**src/rtl/wash_pkg.sv**
```systemverilog
// Shared phase codes and status-LED bit positions for the wash sequencer.
package wash_pkg;

  // Phase codes; these values appear directly on the phase output.
  localparam logic [2:0] PH_IDLE  = 3'd0;
  localparam logic [2:0] PH_WASH  = 3'd1;
  localparam logic [2:0] PH_RINSE = 3'd2;
  localparam logic [2:0] PH_SPIN  = 3'd3;
  localparam logic [2:0] PH_PAUSE = 3'd4;
  localparam logic [2:0] PH_DONE  = 3'd5;

  // Status LED bit positions.
  localparam int LED_IDLE  = 0;
  localparam int LED_WASH  = 1;
  localparam int LED_RINSE = 2;
  localparam int LED_SPIN  = 3;
  localparam int LED_PAUSE = 4;
  localparam int LED_DONE  = 5;
  localparam int LED_FINE  = 6;
  localparam int LED_ERR   = 7;

  // One-hot phase indication for the low six LEDs.
  function automatic logic [7:0] led_onehot(input logic [2:0] ph);
    logic [7:0] l;
    l = 8'b0;
    case (ph)
      PH_IDLE:  l[LED_IDLE]  = 1'b1;
      PH_WASH:  l[LED_WASH]  = 1'b1;
      PH_RINSE: l[LED_RINSE] = 1'b1;
      PH_SPIN:  l[LED_SPIN]  = 1'b1;
      PH_PAUSE: l[LED_PAUSE] = 1'b1;
      PH_DONE:  l[LED_DONE]  = 1'b1;
      default:  l[LED_IDLE]  = 1'b1;
    endcase
    return l;
  endfunction

endpackage

```
**src/rtl/wash_seq_sec_tick.sv**
```systemverilog
// One-second tick divider. Counts 0..TICK_DIV-1 while enabled and flags the
// wrap cycle. A load port lets the sequencer restore a saved sub-second
// position after a pause, while the pause itself reuses the same divider.
module sec_tick #(
  parameter int TICK_DIV = 100000000,
  parameter int CW       = (TICK_DIV > 1) ? $clog2(TICK_DIV) : 1
) (
  input  logic          clk,
  input  logic          rst,
  input  logic          en,
  input  logic          clr,
  input  logic          load,
  input  logic [CW-1:0] load_val,
  output logic [CW-1:0] cnt,
  output logic          tick
);

  localparam logic [CW-1:0] LAST = CW'(TICK_DIV - 1);

  // Tick does not depend on clr/load so the FSM can use it to decide them.
  assign tick = en && (cnt == LAST);

  // Divider register: clear beats load beats count.
  always_ff @(posedge clk) begin
    if (rst || clr) begin
      cnt <= '0;
    end else if (load) begin
      cnt <= load_val;
    end else if (en) begin
      cnt <= tick ? '0 : cnt + 1'b1;
    end
  end

endmodule

```
**src/rtl/wash_seq.sv**
```systemverilog
// Wash-cycle sequencer: charges the balance on start, then runs
// WASH -> RINSE xN -> SPIN with per-second countdowns, pause/resume,
// abort and a one-shot fine for over-long pauses.
//
//   state | meaning
//   ------+---------------------------------------------------------
//   IDLE  | waiting for start_p; refuses start when balance too low
//   WASH  | wash countdown, length from the selected program
//   RINSE | rinse countdown, repeated per program rinse count
//   SPIN  | spin countdown, only when dry_en was latched
//   PAUSE | phase timer frozen; pause seconds counted toward fine
//   DONE  | one-cycle completion, then IDLE
module wash_seq
  import wash_pkg::*;
#(
  parameter int TICK_DIV  = 100000000,
  parameter int NMODES    = 4,
  parameter int TW        = 10,
  parameter int BW        = 12,
  parameter int RINSE_S   = 30,
  parameter int SPIN_S    = 60,
  parameter int DRY_PRICE = 5,
  parameter int PAUSE_MAX = 120,
  parameter int FINE      = 10,
  parameter int MW        = (NMODES > 1) ? $clog2(NMODES) : 1
) (
  input  logic                 clk,
  input  logic                 rst,
  input  logic                 start_p,
  input  logic                 pause_p,
  input  logic                 abort_p,
  input  logic [MW-1:0]        mode_sel,
  input  logic                 dry_en,
  input  logic signed [BW-1:0] bal_in,
  input  logic [NMODES*9-1:0]  mode_price,
  input  logic [NMODES*TW-1:0] mode_time,
  input  logic [NMODES*2-1:0]  mode_rinse,
  output logic                 busy,
  output logic [2:0]           phase,
  output logic [TW-1:0]        sec_left,
  output logic signed [BW-1:0] bal_out,
  output logic                 fine,
  output logic                 err_insuf,
  output logic                 done,
  output logic                 aborted,
  output logic [7:0]           st_light
);

  localparam int CW = (TICK_DIV > 1) ? $clog2(TICK_DIV) : 1;
  localparam int PW = (PAUSE_MAX > 0) ? $clog2(PAUSE_MAX + 1) : 1;
  localparam logic [PW-1:0] PMAX_C = PW'(PAUSE_MAX);

  logic [2:0]           state, state_n;
  logic [2:0]           saved_ph, saved_n;
  logic [1:0]           rinse_left, rinse_n, rinse_dec;
  logic                 dry_q, dry_n;
  logic [TW-1:0]        sec_n;
  logic signed [BW-1:0] bal_n;
  logic                 fine_n, err_n, done_n, abort_n, busy_n;
  logic [7:0]           light_n;
  logic [PW-1:0]        pause_cnt, pcnt_n;
  logic [CW-1:0]        saved_div, sdiv_n;

  logic                 div_en, div_clr, div_load, div_tick;
  logic [CW-1:0]        div_cnt;

  logic [8:0]           price_sel;
  logic [TW-1:0]        time_sel;
  logic [1:0]           rinse_sel;
  logic [BW-1:0]        cost;
  logic                 afford;
  logic [2:0]           follow;
  logic [TW-1:0]        follow_sec;

  assign phase = state;

  sec_tick #(
    .TICK_DIV (TICK_DIV),
    .CW       (CW)
  ) u_tick (
    .clk      (clk),
    .rst      (rst),
    .en       (div_en),
    .clr      (div_clr),
    .load     (div_load),
    .load_val (saved_div),
    .cnt      (div_cnt),
    .tick     (div_tick)
  );

  // Program lookup and affordability for the currently selected mode.
  always_comb begin
    price_sel = mode_price[9*int'(mode_sel) +: 9];
    time_sel  = mode_time[TW*int'(mode_sel) +: TW];
    rinse_sel = mode_rinse[2*int'(mode_sel) +: 2];
    cost      = BW'(price_sel) + (dry_en ? BW'(DRY_PRICE) : '0);
    afford    = (bal_in >= $signed(cost));
  end

  // Phase that follows the one currently ending, and its load value.
  always_comb begin
    rinse_dec  = rinse_left - 2'd1;
    follow     = PH_DONE;
    follow_sec = '0;
    if (state == PH_WASH) begin
      if (rinse_left != 2'd0) follow = PH_RINSE;
      else if (dry_q)         follow = PH_SPIN;
    end else if (state == PH_RINSE) begin
      if (rinse_dec != 2'd0)  follow = PH_RINSE;
      else if (dry_q)         follow = PH_SPIN;
    end
    case (follow)
      PH_RINSE: follow_sec = TW'(RINSE_S);
      PH_SPIN:  follow_sec = TW'(SPIN_S);
      default:  follow_sec = '0;
    endcase
  end

  // Next-state and next-output computation; abort > pause > tick.
  always_comb begin
    state_n  = state;
    saved_n  = saved_ph;
    rinse_n  = rinse_left;
    dry_n    = dry_q;
    sec_n    = sec_left;
    bal_n    = bal_out;
    fine_n   = fine;
    err_n    = err_insuf;
    abort_n  = 1'b0;
    pcnt_n   = pause_cnt;
    sdiv_n   = saved_div;
    div_en   = 1'b0;
    div_clr  = 1'b0;
    div_load = 1'b0;

    case (state)
      PH_IDLE: begin
        if (start_p) begin
          if (afford) begin
            bal_n   = bal_in - $signed(cost);
            err_n   = 1'b0;
            fine_n  = 1'b0;
            dry_n   = dry_en;
            rinse_n = rinse_sel;
            sec_n   = time_sel;
            state_n = PH_WASH;
            div_clr = 1'b1;
          end else begin
            err_n = 1'b1;
          end
        end
      end

      PH_WASH, PH_RINSE, PH_SPIN: begin
        if (abort_p) begin
          state_n = PH_IDLE;
          abort_n = 1'b1;
          sec_n   = '0;
          div_clr = 1'b1;
        end else if (pause_p) begin
          // Keep the sub-second position; the divider then times the pause.
          state_n = PH_PAUSE;
          saved_n = state;
          pcnt_n  = '0;
          sdiv_n  = div_cnt;
          div_clr = 1'b1;
        end else begin
          div_en = 1'b1;
          if (sec_left == '0 || (div_tick && sec_left == TW'(1))) begin
            state_n = follow;
            sec_n   = follow_sec;
            div_clr = 1'b1;
            if (state == PH_RINSE) rinse_n = rinse_dec;
          end else if (div_tick) begin
            sec_n = sec_left - TW'(1);
          end
        end
      end

      PH_PAUSE: begin
        if (abort_p) begin
          state_n = PH_IDLE;
          abort_n = 1'b1;
          sec_n   = '0;
          div_clr = 1'b1;
        end else if (pause_p) begin
          state_n  = saved_ph;
          div_load = 1'b1;
        end else begin
          div_en = 1'b1;
          if (div_tick && pause_cnt != PMAX_C) begin
            pcnt_n = pause_cnt + 1'b1;
            if (pcnt_n == PMAX_C && !fine) begin
              fine_n = 1'b1;
              bal_n  = bal_out - $signed(BW'(FINE));
            end
          end
        end
      end

      PH_DONE: begin
        state_n = PH_IDLE;
        abort_n = abort_p;
      end

      default: state_n = PH_IDLE;
    endcase

    done_n  = (state_n == PH_DONE);
    busy_n  = (state_n != PH_IDLE);
    light_n = led_onehot(state_n);
    light_n[LED_FINE] = fine_n;
    light_n[LED_ERR]  = err_n;
  end

  // State and output registers.
  always_ff @(posedge clk) begin
    if (rst) begin
      state      <= PH_IDLE;
      saved_ph   <= PH_IDLE;
      rinse_left <= '0;
      dry_q      <= 1'b0;
      sec_left   <= '0;
      bal_out    <= '0;
      fine       <= 1'b0;
      err_insuf  <= 1'b0;
      done       <= 1'b0;
      aborted    <= 1'b0;
      busy       <= 1'b0;
      st_light   <= 8'b0000_0001;
      pause_cnt  <= '0;
      saved_div  <= '0;
    end else begin
      state      <= state_n;
      saved_ph   <= saved_n;
      rinse_left <= rinse_n;
      dry_q      <= dry_n;
      sec_left   <= sec_n;
      bal_out    <= bal_n;
      fine       <= fine_n;
      err_insuf  <= err_n;
      done       <= done_n;
      aborted    <= abort_n;
      busy       <= busy_n;
      st_light   <= light_n;
      pause_cnt  <= pcnt_n;
      saved_div  <= sdiv_n;
    end
  end

endmodule

```
**config.mk**
```make
export PLATFORM = sky130hd
export DESIGN_NAME = wash_seq
export DESIGN_NICKNAME = d
export VERILOG_FILES = /design/src/rtl/wash_pkg.sv /design/src/rtl/wash_seq_sec_tick.sv /design/src/rtl/wash_seq.sv
export SDC_FILE = /design/constraint.sdc
export NUM_CORES = 1
export LEC_CHECK = 0
export CORE_MARGIN = 10
export CORE_UTILIZATION = 51
export CTS_CLUSTER_SIZE = 24
export DETAILED_ROUTE_END_ITERATION = 8
export GPL_TIMING_DRIVEN = 1
export PLACE_DENSITY = 0.8
export SYNTH_ARGS = -nofsm -noshare
export SYNTH_HDL_FRONTEND = slang
export SYNTH_SLANG_ARGS = --single-unit
```
**constraint.sdc**
```tcl
create_clock -name clk -period 6.8 [get_ports clk]
set_input_delay 1.36 -clock clk [delete_from_list [all_inputs] [get_ports clk]]
set_output_delay 1.36 -clock clk [all_outputs]
set_load 0.1 [all_outputs]
```
==> flow_results.org, run 1 <==
** Route
- For this run, the detailed router's first-pass iteration total came to 7.
- Remaining number of nets flagged by the antenna check after routing :: 0
- Dividing the detail-routed wire length by the instance count gives between 15 and 20 um.
- DR iter-0 viols :: between 500 and 600
- The detailed router placed 6,243 vias in this run.
- The routed design has roughly 18 mm of wire.
- Using the TritonRoute via totals, the vias-per-cell ratio works out to between 5 and 6.
- Post-route DRC :: 0

** STA
- Relative slew slack :: a little over a quarter
- Setup violations remaining at the end of the flow were counted as 0.
- Hold Violations, Final :: 0
- Final cycle utilization of the critical path :: 82.75%
- Subtracting the final worst setup slack from the clock period gives about 5600 ps.
- Count of pins over their slew limit :: 0
- Transition time at the pin with the least slew margin :: about 1100 ps
- Final clock skew :: around 9.5 ps
- Adding up every negative setup slack in the final design gives 0 ps.
- Setup repair after global routing left no endpoint under its margin.
- Static timing analysis puts the maximum clock frequency at between 150 and 200 MHz.

** Die
- Num ports :: about 140
- From bottom edge to top edge, the die measures between 100 and 150 um.
- Chip width :: between 100 and 150 um
- The floorplan has 41 rows.
- Once the floorplan was initialized, standard cells occupied 51.80% of the core.
- Overall die area :: between 15,000 and 20,000 um2
- Core ar. :: between 10,000 and 15,000 um2

** Logic synthesis
- Warning count from the yosys run :: 0
- After Yosys synthesis, and, or, nand and nor cells account for between 20% and 30% of the synthesized area.
- Top post-synthesis cells by area :: sky130_fd_sc_hd__dfxtp_1 (31%), sky130_fd_sc_hd__mux4_2 (7.3%), sky130_fd_sc_hd__nand2_1 (6.1%), sky130_fd_sc_hd__nor2_1 (5.4%), sky130_fd_sc_hd__a21oi_1 (5.3%)
- EDFF count, synth :: 0
- Synthesis instantiated 76 different standard cells from the library.
- Post-synthesis average cell area :: between 8 and 9 um2
- Synthesis produced just under 800 cells.
- Summing the areas of all compound-gate instances in the mapped netlist gives 19.86% of the synthesized area.
- Library cell occupying the most area in the post-synthesis netlist :: sky130_fd_sc_hd__dfxtp_1
- Net count of the mapped netlist :: approximately 900
- Portion of synthesized cell area occupied by the leading cell type :: a little under a third
- Synth Area in Adders :: roughly 4.7%
- Primary FF master, synth :: sky130_fd_sc_hd__dfxtp_1
- The mapped netlist covers 6484 um2.
- Dominant combinational cell family by area after synthesis :: simple AND/OR/NAND/NOR gates
- Of the total synthesized cell area, the portion taken by XOR and XNOR cells is 5.403%.
- Async set-or-reset flop fraction in the synthesized netlist :: 0%
- Synthesis inferred around 100 register bits.
- Fraction of the yosys area taken by sequential cells :: roughly a third
- Proportion of synthesized area in mux cells :: 8.124%

** Pwr
- The analysis attributes to cell leakage a power of around 0.003 uW.
- Dividing total power by cell area gives a power density of a little over 200 nW/um2.
- Overall power after layout :: around 1700 uW
- IR analysis of the VDD net gives a maximum drop of 0.1170 mV.

** Finish
- NumNets Final :: 1,029
- Antenna cell count :: 0
- Registers take just over 2000 um2.
- Cells with a size suffix above 1 make up 7.403% of the layout.
- Fill cell instance count of the final layout :: between 1,000 and 1,500
- Total area of multi-input combinational cells :: about 4100 um2
- Layout overhead on the synthesized area :: 27.09%

** Global route
- The via count of the first global-routing pass is 6,070.
- The total overflow left after global routing is 0.
- Aggregate global-route resource usage :: about a fifth
- The initial antenna violation count came to 0.
- Largest net degree at the start of global routing :: 45
- Wire length of the first global-routing pass :: 30.44 mm

** Placement
- Input and output buffers added on the ports amount to approximately 140.
- At the end of routability-driven placement, the weighted congestion stood at about 0.87.
- Once detailed placement completed, the half-perimeter wirelength came to 14.21 mm.

** Clock tree
- Total clock buffers created by CTS :: 9
- TritonCTS built the clock tree.
- Clock Pin Slew Worst Setup and Hold Paths :: about 70 ps
- H-tree depth reported by CTS :: 3
- In this run, post-CTS repair resized a total of 0 instances.
- Clock root buffer :: sky130_fd_sc_hd__clkbuf_16
- Total clock sinks :: just over 100
- Buffers inserted during post-CTS setup optimization :: 0
- Deepest clock path buffer count :: 2
- For the worst-skew pair, the clock arrives at the later sink with an insertion delay of around 350 ps.
- The number of hold buffers added after CTS was 0.

** Worst setup path
- Endpoint arrival time on the critical path :: a little under 6000 ps
- Peak fanout along the critical path :: 20
- The largest single stage delay on the critical path is around 580 ps.
- The signal on the critical path passes through clkdlybuf4s50_1 -> buf_4 -> mux4_2 -> ha_1 -> a31oi_1 -> nor2_1 -> xnor2_1 -> ha_1 -> a211oi_1 -> nor2_1 -> o41a_1 -> o211ai_2 -> o21a_1 -> o21ai_0 -> a21oi_1.
- The worst setup path is launched from an input port.
- Together, buffers and inverters on the worst path number 2.
- Endpoint type of the worst setup path :: register
- Data required time of the critical path :: ~7100 ps
- The cell family contributing the most delay on the critical path is compound AO/OA/AOI/OAI gates.
- Among all stages on the critical path, the largest delay is contributed by sky130_fd_sc_hd__o21a_1.
- The worst setup path is of the in2reg kind.

** Job
- Maxcap violations :: 0

** Outcome
- The run finished with clean final reports.

** Worst hold path
- Path class of the lowest-slack min-delay path :: reg2reg
-- where the power goes --
group	internal [uW]	leakage (uW)	switching [uW]
clock	294	0.000135	223
sequential	614	0.000826	22.2
combinational	206	0.00196	302
total	1110	0.00292	547
-- area by class of cell --
cell class	instances	area share, %
repair buffers	149	17.80
clock inverters	3	0.5466
clock buffers	12	2.991
multi-input cells	616	50.23
inverters	23	1.048
flip-flops and latches	102	24.78
well taps	172	2.612
-- cell usage after synthesis (20+ instances only) --
cell and count:
sky130_fd_sc_hd__a211oi_1 20, sky130_fd_sc_hd__a21oi_1 69, sky130_fd_sc_hd__clkbuf_1 28, sky130_fd_sc_hd__dfxtp_1 102, sky130_fd_sc_hd__ha_1 23, sky130_fd_sc_hd__inv_1 23
sky130_fd_sc_hd__mux4_2 21, sky130_fd_sc_hd__nand2_1 106, sky130_fd_sc_hd__nand3_1 25, sky130_fd_sc_hd__nor2_1 93, sky130_fd_sc_hd__nor3_1 24, sky130_fd_sc_hd__o21ai_0 21
sky130_fd_sc_hd__xnor2_1 21
-- metrics by stage --
stage                     hold slack (ps)  instance area [um2]  util, %  instances  setup slack, ps
after CTS                           456.0                 8240    65.83       1077             1153
after global routing                473.2                 8240    65.83       1077            817.6
after floorplan                     432.2                 6484        -        786             1429
after global placement              439.2                 7949    63.50       1062            985.1
final                               455.0                 8240    65.83       1077             1173
after detailed placement            446.9                 7949    63.50       1062            802.5
-- worst reg2reg max path: cells and delay by family (launching register included) --
family | cells | cell delay (ps)
and+or+nand+nor | 6 | 2680
DFF | 1 | 670
-- sequential cells by signal, summed over array words and instances (netlist names) --
register and count:
saved_div 27, u_tick.cnt 27, bal_out 12, sec_left 10
pause_cnt 7, st_light 7, phase 3, saved_ph 3
rinse_left 2, aborted 1, busy 1, dry_q 1
err_insuf 1
-- cells by family after synthesis --
kind of cell / Yosys count
buf+inv: 68
xor+xnor: 40
simple gates: 338
compound gates: 188
mux: 26
fa+ha+maj: 24
flops: 102
-- layout by cell type, fill, tap and decap left out, types with 4 or more instances in the layout --
cell type and n:
sky130_fd_sc_hd__a22oi_1 14, sky130_fd_sc_hd__nor3_1 24, sky130_fd_sc_hd__ha_1 23, sky130_fd_sc_hd__nand4_1 9
sky130_fd_sc_hd__a21oi_1 69, sky130_fd_sc_hd__o21ai_0 21, sky130_fd_sc_hd__nor2_1 93, sky130_fd_sc_hd__or3_1 6
sky130_fd_sc_hd__a211o_1 5, sky130_fd_sc_hd__dfxtp_1 102, sky130_fd_sc_hd__buf_4 8, sky130_fd_sc_hd__nand2_1 106
sky130_fd_sc_hd__o21a_1 6, sky130_fd_sc_hd__xnor2_1 21, sky130_fd_sc_hd__or2_2 4, sky130_fd_sc_hd__xor2_1 19
sky130_fd_sc_hd__nand3_1 25, sky130_fd_sc_hd__clkbuf_16 9, sky130_fd_sc_hd__and3_1 15, sky130_fd_sc_hd__a221oi_1 5
sky130_fd_sc_hd__clkdlybuf4s50_1 140, sky130_fd_sc_hd__and4_1 4, sky130_fd_sc_hd__and2_1 6, sky130_fd_sc_hd__nor4_1 5
sky130_fd_sc_hd__a222oi_1 5, sky130_fd_sc_hd__inv_1 23, sky130_fd_sc_hd__nand2b_1 5, sky130_fd_sc_hd__nor3b_1 6
sky130_fd_sc_hd__or4_1 5, sky130_fd_sc_hd__nor2b_1 7, sky130_fd_sc_hd__a21o_1 5, sky130_fd_sc_hd__a211oi_1 20
sky130_fd_sc_hd__mux4_2 21
-- path summary, 6_finish.rpt --
kind | start | endpoint | slack (ps) | depth (start not counted)
hold reg to reg | saved_div[20]$_SDFFE_PP0P_ | u_tick.cnt[20]$_SDFFE_PP0P_ | 450 | 2
hold / removal | saved_div[20]$_SDFFE_PP0P_ | u_tick.cnt[20]$_SDFFE_PP0P_ | 450 | 2
setup reg to reg | phase[2]$_SDFF_PP0_ | st_light[0]$_SDFF_PP1_ | 3350 | 6
setup / recovery | mode_sel[0] | bal_out[6]$_SDFFE_PP0P_ | 1170 | 15
-- layer usage --
| metal | global-route usage (%) | part of all wire [%] |
|---|---|---|
| met5 | 0 | 0 |
| met3 | 6.359 | 9.2 |
| met1 | 24.74 | 42 |
| met2 | 34.09 | 47 |
| met4 | 7.396 | 1.8 |
Power figures use the tool's default switching activity.
==> run 2, diff against run 1 <==
- clock period: 6.8 -> 5.9 ns (I/O delays scaled with it)
==> run 2 against run 1 <==
Hold slack better by 4.8 ps. Worst setup slack got worse by 540 ps. First-iteration DRC count rose by 2.2%. Core utilization increased by 0.33 points. Sequential share of layout area down 0.12 points. Wire length down 0.96%. Sequential power is 15% higher. Combinational power up 15%. Non-clock buffer count up 1. Highest routed layer unchanged.
==> flow_results.org, run 2 (synthesized netlist as in run 1, its figures left out) <==
** Clock tree
- The clock transition at the registers of the reported paths was 70 ps (about the same).
- The cts-stage hold buffer count came to 0 (unchanged).
- The maximum buffer depth of the clock tree was 2 (unchanged).
- Total clock buffers created by CTS :: 9 (unchanged)
- Clock latency on the worst-skew pair :: 350 ps (about the same)
- TritonCTS clock tree :: done
- The post-CTS setup repair buffer count was 0 (unchanged).
- The number of H-tree levels was 3 (unchanged).
- Clock root buffer :: sky130_fd_sc_hd__clkbuf_16
- The number of gates resized after CTS is 0 (unchanged).
- Total clock sinks :: 102 (unchanged)

** STA
- The count of final setup violators is 0 (unchanged).
- Count of pins over their slew limit :: 0 (unchanged)
- Final critical path time including I/O delays and setup :: between 5000 and 6000 ps
- Relative slew slack :: 19.89% (-7.2 points)
- The count of endpoints failing hold in the final timing report is 0 (unchanged).
- Setup repair after global routing left no endpoint under its margin.
- Final clock skew :: 7.831 ps (-1.707 ps)
- Highest clock rate :: 189.9 MHz
- Accumulated negative setup slack :: 0 ps (unchanged)
- Dividing the final minimum period by the clock period gives between 80% and 90%.
- Transition time at the pin with the least slew margin :: 1197 ps (+108.0 ps)

** Route
- The iteration count of the initial detailed-routing pass is 5 (-2).
- Post-route DRC :: 0 (unchanged)
- DR iter-0 viols :: 605 (+2.2%)
- Routed via count :: 6,245 (+0.032%)
- Wire length after detailed routing :: 18.25 mm (-0.96%)
- The remaining antenna violation count came to 0 (unchanged).
- Mean number of vias per cell :: 5.788 (-0.15%)
- The final routed wire length divided by cell count was 16.91 um (-1.1%).

** Global route
- The pin count of the biggest net entering global routing is 75 (+67%).
- The global-route wire length before repair came to 30.35 mm (-0.27%).
- Overflow left after global routing :: 0 (unchanged)
- Initial antenna violation count :: 0 (unchanged)
- The total global routing track utilization is 20.47% (-0.17 points).
- The via count of the first global-routing pass is 6,102 (+0.53%).

** Placement
- Weighted congestion reported at the end of routability-driven placement :: 0.8753 (+0.86%)
- The post-placement cell area is 7956 um2 (about the same).
- The post-detailed-placement half-perimeter wirelength was 14.04 mm (-1.2%).
- The count of buffers from port buffering was 141 (unchanged).
- The total instance count after detailed placement came to 1,063 (+0.094%).

** Finish
- The utilization after layout came to 66.16% (+0.33 points).
- Proportion of layout cells with a drive suffix above 1 :: 7.718% (+0.31 points)
- In the final layout, the registers with the most flip-flops are saved_div x27, u_tick.cnt x27, bal_out x12.
- The library cell used most frequently in the layout, excluding fill and tap cells, is sky130_fd_sc_hd__clkdlybuf4s50_1.
- The final instance area is 8282 um2 (+0.50%).
- Layout overhead on the synthesized area :: 27.73%
- Non-filler cells, final :: 1,079 (+0.19%)
- Fill cell instance count of the final layout :: 1,099 (-2.2%)
- Antenna cell count :: 0 (unchanged)
- Commonest cells after routing, fill and taps aside :: sky130_fd_sc_hd__clkdlybuf4s50_1 (140), sky130_fd_sc_hd__nand2_1 (106), sky130_fd_sc_hd__dfxtp_1 (102)
- NumNets Final :: 1,030 (+0.097%)

** Die
- The I/O pin count was 142 (unchanged).
- The die area is 17,620 um2 (unchanged).
- Site Rows :: 41 (unchanged)
- Y dimension of the die :: 132.8 um (unchanged)
- The placeable core region is 12,520 um2 (unchanged).
- Chip width :: 132.8 um (unchanged)
- Starting density of the core :: 51.80% (unchanged)

** Worst setup path
- Among all stages on the critical path, the largest delay is contributed by sky130_fd_sc_hd__clkdlybuf4s50_1.
- In this run the worst setup path begins at mode_sel[0].
- The worst stage delay on the critical path is 600 ps (+20 ps).
- Grouping stages by cell kind, the critical path spends the most delay in compound AO/OA/AOI/OAI gates.
- Cells along the critical path :: clkdlybuf4s50_1 -> mux4_2 -> ha_1 -> a31oi_1 -> nor2_1 -> xnor2_1 -> ha_1 -> a211oi_1 -> nor2_1 -> o41a_1 -> o211ai_2 -> o21a_1 -> o21bai_1 -> a211oi_1
- STA classifies the critical path startpoint as an input port.
- Endpoint type of the worst setup path :: register
- The critical path is of the in2reg type.
- The biggest fanout along the worst timing path came to 20 (unchanged).
- The data arrival time of the worst path came to 5470 ps (-450 ps).
- Data required time of the critical path :: 6100 ps (-990 ps)
- The buffer and inverter count on the worst path was 1 (-1).
- Reg-to-reg critical path startpoint :: phase[2]$_SDFF_PP0_

** Job
- Maxcap violations :: 0 (unchanged)

** Pwr
- The overall power consumption is 1965 uW (+18%).
- The power density relative to cell area was 237.2 nW/um2 (+18%).
- Static leakage :: 0.002948 uW (+1.0%)
- Worst IR Drop VDD :: 0.1314 mV (+12%)

** Worst hold path
- Path class of the lowest-slack min-delay path :: reg2reg
- Hold Path Origin :: saved_div[13]$_SDFFE_PP0P_

** Outcome
- Run status :: completed
-- run 2: cell types whose count changed in the layout (fill, tap and decap cells not counted), sizes merged --
| cell | delta |
|---|---|
| buf | +1 |
| clkinvlp | -2 |
| clkinv | +3 |
| bufinv | +1 |
| clkbuf | -1 |
-- run 2: path summary, 6_finish.rpt --
path / cells after the start / slack, ps / to
setup / recovery: 14 / 630 / bal_out[1]$_SDFFE_PP0P_
hold reg to reg: 2 / 460 / saved_div[13]$_SDFFE_PP0P_
hold / removal: 2 / 460 / saved_div[13]$_SDFFE_PP0P_
setup reg to reg: 6 / 2370 / st_light[0]$_SDFF_PP1_
-- run 2: final cells by class --
| type | instances | area (um2) | share of cell area (%) |
|---|---|---|---|
| Clock buffer | 11 | 242.7 | 2.931 |
| Clock inverter | 5 | 82.58 | 0.9971 |
| Inverter | 23 | 86.33 | 1.042 |
| Multi-Input combinational cell | 616 | 4139 | 49.98 |
| Sequential cell | 102 | 2042 | 24.66 |
| Tap cell | 172 | 215.2 | 2.599 |
| Timing Repair Buffer | 150 | 1474 | 17.80 |
-- run 2: report_power, final --
part | internal, uW | total (uW) | switching [uW]
Combinational | 238 | 584 | 346
Clock | 384 | 647 | 263
Sequential | 708 | 734 | 25.8
-- run 2: per-layer routing --
| metal | part of all wire [%] | global-route usage (%) | vias up | wire length [um] |
|---|---|---|---|---|
| li1 | - | - | 3091 | - |
| met1 | 42 | 24.60 | 2910 | 7580 |
| met2 | 48 | 34.20 | 232 | 8786 |
| met3 | 9.3 | 6.662 | 12 | 1702 |
| met4 | 1.0 | 5.746 | 0 | 182 |
| met5 | 0 | 0 | - | 0 |
-- run 2: through the flow --
step	setup slack (ps)	hold WS [ps]
CTS	658.8	458.5
detailed placement	304.0	443.2
finish	633.2	459.8
global route	339.5	476.7
floorplan	709.0	432.2
global placement	427.1	436.6
-- run 2: tightest hold or removal path, stage by stage (launching register included) --
cell	delay, ps
sky130_fd_sc_hd__dfxtp_1	310
sky130_fd_sc_hd__nand2_1	50
sky130_fd_sc_hd__a21oi_1	50
==> RTL edit 1, RTL diff (config.mk and constraints of run 1) <==
Set the parameter `BW` to 18 (it was 12).
--- a/src/rtl/wash_seq.sv
+++ b/src/rtl/wash_seq.sv
@@ -17,5 +17,5 @@
   parameter int NMODES    = 4,
   parameter int TW        = 10,
-  parameter int BW        = 12,
+  parameter int BW        = 18,
   parameter int RINSE_S   = 30,
   parameter int SPIN_S    = 60,
Interface: changed (resized bal_in and bal_out); port bits go from 142 to 154. The function was not compared with the original's and may differ.
==> RTL edit 1 against run 1 <==
Setup slack got worse by 0.084 ns. Sequential power increased by 6.8%. Final area increased by 7.7%. Register-to-register slack improved by 0.28 ns. Total power increased by 8.5%. Sequential cell count increased by 6. Cell count increased by 9.3%. Non-clock buffer count increased by 11. Wire length increased by 14%. Worst hold slack improved by 0.0021 ns. First-iteration DRC count decreased by 13%. Synthesized area increased by 7.9%. Largest cell class unchanged. Largest power group unchanged.
==> RTL edit 1: results (changes against run 1) <==
Reg2reg start -> u_tick.cnt[0]$_SDFFE_PP0P_ (was phase[2]$_SDFF_PP0_)
Global-route wire length before repair -> 33800 um (was 30400 um)
CP Capture Point -> bal_out[1]$_SDFFE_PP0P_ (was bal_out[6]$_SDFFE_PP0P_)
CP Launch Point -> mode_sel[0] (unchanged)
Crit path arrival time -> 5.98 ns (was 5.92 ns)
Initial antenna violation count -> 0 (unchanged)
Tightest Hold Check Type -> reg -> reg (unchanged)
Slowest stage delay, CP -> 0.72 ns (was 0.58 ns)
Number of nets in the layout -> 1129 (was 1029)
Post-synthesis sequential area ratio -> 0.309 (was 0.315)
Placed Area -> 0.00857 mm^2 (was 0.00795 mm^2)
Clk root buf -> clkbuf_16 (unchanged)
Worst skew pair latency -> 0.36 ns
Ys Warns -> 0 (unchanged)
DRT Pass-1 Iters -> 5 (was 7)
Synth top cells by count -> nand2_1 (124), dfxtp_1 (108), nor2_1 (99) (was nand2_1 (106), dfxtp_1 (102), nor2_1 (93))
Syn_area_per_cell -> 8.00 um^2 (was 8.25 um^2)
Leakage Power -> 0.00308 uW (was 0.00292 uW)
CTS buffer count -> 9 (unchanged)
Largest net degree at the start of global routing -> 41 (was 45)
Max-slew headroom -> 0.248 (was 0.271)
Antenna fix cells -> 0 (unchanged)
Netlist cell types -> 76 (unchanged)
Vias -> 6988 (was 6243)
Leading registers by flop count -> saved_div: 27 flops, u_tick.cnt: 27 flops, bal_out: 18 flops (was saved_div: 27 flops, u_tick.cnt: 27 flops, bal_out: 12 flops)
Delay-heaviest family, CP -> simple AND/OR/NAND/NOR gates (was compound AO/OA/AOI/OAI gates)
Synth area leaders -> dfxtp_1 (31%), mux4_2 (6.8%), nand2_1 (6.7%), nor2_1 (5.3%), a21oi_1 (5.2%) (was dfxtp_1 (31%), mux4_2 (7.3%), nand2_1 (6.1%), nor2_1 (5.4%), a21oi_1 (5.3%))
Post_cts resized -> 0 (unchanged)
Inst Count DP -> 1161 (was 1062)
Vias in the first global route -> 6799 (was 6070)
# port buffers -> 153 (was 141)
Worst-case reg-to-reg path depth -> 8 (was 6)
Vias per inst -> 5.94 (was 5.80)
Clock transition at path regs -> 0.07 ns (about the same)
DRT iter0 DRCs -> 515 (was 592)
Global-route usage over all layers -> 0.222 (was 0.206)
R2r setup slk -> 3.63 ns (was 3.35 ns)
Slowest CP cell -> clkdlybuf4s50_1 (was o21a_1)
Post-CTS Setup Bufs -> 0 (unchanged)
Htree depth -> 3 (unchanged)
Layout cells sized above 1 -> 0.0709 (was 0.0740)
Post-Syn Nets -> 1007 (was 914)
Worst Skew -> 0.00969 ns (was 0.00954 ns)
Status -> finished, final reports clean (unchanged)
Crit Path Max Fanout -> 19 (was 20)
Prevailing post-synth register cell -> dfxtp_1 (unchanged)
Final wirelength -> 20900 um (was 18400 um)
Maximum VDD drop -> 124 uV (was 117 uV)
Max Root-Sink Buffers -> 2 (unchanged)
Placer Congestion -> 0.892 (was 0.868)
Final HPWL DP -> 16000 um (was 14200 um)
FFs w/ async S/R, synth -> 0 (unchanged)
[RTL edit 1: cell count changes after synthesis, sizes merged, moves of 4 or more]
cell    before  now
a21oi       70   74
a31oi        3    8
and3        15    9
clkbuf      28   35
dfxtp      102  108
nand2      106  124
nand3       25   36
nor2        93  100
nor3        24   31
nor4         8   14
o211ai       1    6
o21ai       24   43
xnor2       21   28
[RTL edit 1: worst reg2reg max path: cells and delay by family (launching register included)]
kind	cells	cell delay (ns)
simple gates	4	1.72
compound gates	3	0.67
flops	1	0.45
fa+ha+maj	1	0.23
[RTL edit 1: cell type report]
| class | instances | area (um^2) |
|---|---|---|
| clock inverter | 5 | 60.1 |
| clock buffer | 11 | 243 |
| inverter | 24 | 90.1 |
| tap | 176 | 220 |
| sequential | 108 | 2160 |
| fill | 1130 | 4480 |
| multi-input combinational | 693 | 4520 |
| timing repair buffer | 160 | 1580 |
[RTL edit 1: metrics by stage]
step	utilization	hold slack [ns]	setup WS, ns
final	0.665	0.457	1.09
after global routing	0.665	0.479	0.688
after CTS	0.665	0.457	1.11
after detailed placement	0.642	0.447	0.787
after global placement	0.642	0.440	0.933
after floorplan	-	0.433	1.49
[RTL edit 1: how the worst min path moves through the flow]
stage	slack, ns	start	end	depth (start not counted)
final	0.46	saved_div[21]$_SDFFE_PP0P_	saved_div[21]$_SDFFE_PP0P_	2
after global routing	0.48	saved_div[5]$_SDFFE_PP0P_	saved_div[5]$_SDFFE_PP0P_	2
after CTS	0.46	saved_ph[1]$_SDFFE_PP0P_	saved_ph[1]$_SDFFE_PP0P_	2
after detailed placement	0.45	saved_ph[1]$_SDFFE_PP0P_	saved_ph[1]$_SDFFE_PP0P_	2
after global placement	0.44	saved_ph[1]$_SDFFE_PP0P_	saved_ph[1]$_SDFFE_PP0P_	2
after floorplan	0.43	saved_ph[1]$_SDFFE_PP0P_	saved_ph[1]$_SDFFE_PP0P_	2
[RTL edit 1: where the power goes]
part / total [uW] / switching [uW] / internal [uW]
combinational: 579 / 357 / 222
sequential: 680 / 27.3 / 653
clock: 544 / 247 / 298
total: 1800 / 631 / 1170
[RTL edit 1: routing by layer]
layer  up-vias  wire (um)  part of all wire  GRT usage
met5         -          0                 0          0
met4         0        345             0.016     0.0597
met3        24       1690             0.081     0.0865
met2       244      10400              0.50      0.392
met1      3301       8460              0.40      0.241
li1       3419          -                 -          -
[RTL edit 1: logic make-up after synthesis]
group / after synthesis / synth area share
adders and majority gates: 23 / 0.0422
DFF: 108 / 0.309
muxes: 25 / 0.0735
buffers and inverters: 73 / 0.0456
and+or+nand+nor: 373 / 0.257
xor gates and xnor gates: 47 / 0.0589
AOI/OAI and AO/OA: 225 / 0.213
==> RTL edit 2, RTL diff (settings of run 1) <==
Made on the original files. Put one more register stage on the output `phase`, cleared by the reset. The value now appears one clock later. The other outputs are not delayed to match.
--- a/src/rtl/wash_seq.sv
+++ b/src/rtl/wash_seq.sv
@@ -73,5 +73,11 @@
   logic [TW-1:0]        follow_sec;
 
-  assign phase = state;
+  always_ff @(posedge clk) begin
+    if (rst) begin
+      phase <= '0;
+    end else begin
+      phase <= state;
+    end
+  end
 
   sec_tick #(
Formal check against the unedited RTL: not equivalent (a bounded check fails within 4 cycles, from zero or initial values and one cycle with rst high).
==> RTL edit 2 against run 1 <==
Wire length is 4.1% higher. Global-route usage increased by 0.52 points. Total power grew 2.7%. Non-clock buffer count is the same. Final area rose by 0.82%. Synthesized area rose by 0.56%. Sequential cell count increased by 3. Setup slack got worse by 0.0023 ns.
==> RTL edit 2: results (changes against run 1) <==
Netlist cell types -> 73 (was 76)
Non-clock buffering overhead -> 0.177 (was 0.178)
Area delta synth->final -> 27.4% (was 27.1%)
Seq/total area -> 0.253 (was 0.248)
Multi-input logic cell count -> 629 (was 616)
Syn_area_per_cell -> 8.12 um^2 (was 8.25 um^2)
Hold path start -> saved_ph[1]$_SDFFE_PP0P_ (was saved_div[20]$_SDFFE_PP0P_)
Synth area leaders -> dfxtp_1 (32%), mux4_2 (7.3%), nand2_1 (7.3%), nor2_1 (5.2%), a21oi_1 (5.2%) (was dfxtp_1 (31%), mux4_2 (7.3%), nand2_1 (6.1%), nor2_1 (5.4%), a21oi_1 (5.3%))
Seq pwr -> 653 uW (was 637 uW)
Worst-case reg-to-reg path depth -> 7 (was 6)
Largest net degree at the start of global routing -> 71 (was 45)
Hold Slack -> 0.454 ns (was 0.455 ns)
Inst Count DP -> 1079 (was 1062)
Number of nets in the layout -> 1046 (was 1029)
DRT iter0 DRCs -> 564 (was 592)
Slowest CP cell -> o31ai_1 (was o21a_1)
Inverter count -> 24 (was 23)
Filler Cell Count -> 1063 (was 1124)
Slowest stage delay, CP -> 0.68 ns (was 0.58 ns)
Global-route usage over all layers -> 0.212 (was 0.206)
Worst slew pin tran -> 1.08 ns (was 1.09 ns)
Met1 Usage GRT -> 0.247 (about the same)
CP Capture Point -> u_tick.cnt[10]$_SDFFE_PP0P_ (was bal_out[6]$_SDFFE_PP0P_)
CTS sink cnt -> 105 (was 102)
Met3 Routed Length -> 1610 um (was 1690 um)
R2r setup slk -> 3.43 ns (was 3.35 ns)
Post-Route M1 WL -> 7840 um (was 7670 um)
Sw power -> 573 uW (was 547 uW)
Layout cells sized above 1 -> 0.0704 (was 0.0740)
Hold-critical path endpoint -> saved_ph[1]$_SDFFE_PP0P_ (was u_tick.cnt[20]$_SDFFE_PP0P_)
Placer Congestion -> 0.924 (was 0.868)
Die width -> 133 um (about the same)
Routed length per instance -> 17.5 um (was 17.1 um)
WL met2 -> 9340 um (was 8730 um)
Max Fclk -> 178 MHz (about the same)
Post-synthesis sequential area ratio -> 0.322 (was 0.315)
Status -> finished, final reports clean (unchanged)
Sw Ratio -> 0.336 (was 0.329)
-- RTL edit 2: cell types whose count changed after synthesis, moves of 4 or more --
cell	before	now
o31ai_1	3	9
a21o_1	5	9
nand2_1	106	126
nor3_1	24	19
and3_1	15	5
a31oi_1	3	10
nor4_1	5	12
o21a_1	6	1
o211ai_1	0	10
o21ai_0	21	26
a211oi_1	20	16
a211o_1	5	1
-- RTL edit 2: cell families (layout without fill, tap and decap cells) --
group | count (synthesis) | after routing | synth area share
and+or+nand+nor | 341 | 341 | 0.249
muxes | 23 | 23 | 0.0756
buffers and inverters | 69 | 189 | 0.0464
AOI/OAI and AO/OA | 197 | 197 | 0.201
adders and majority gates | 24 | 24 | 0.0472
DFF | 105 | 105 | 0.322
xor gates and xnor gates | 44 | 44 | 0.0591
-- RTL edit 2: worst register-to-register path: stages, from the launching register on --
cell      delay (ns)
dfxtp_1         0.44
nor2_1          0.55
nand2_1         0.54
nor2_2          0.91
and2_1          0.28
a211oi_4        0.07
and2_1          0.21
a31o_1          0.25
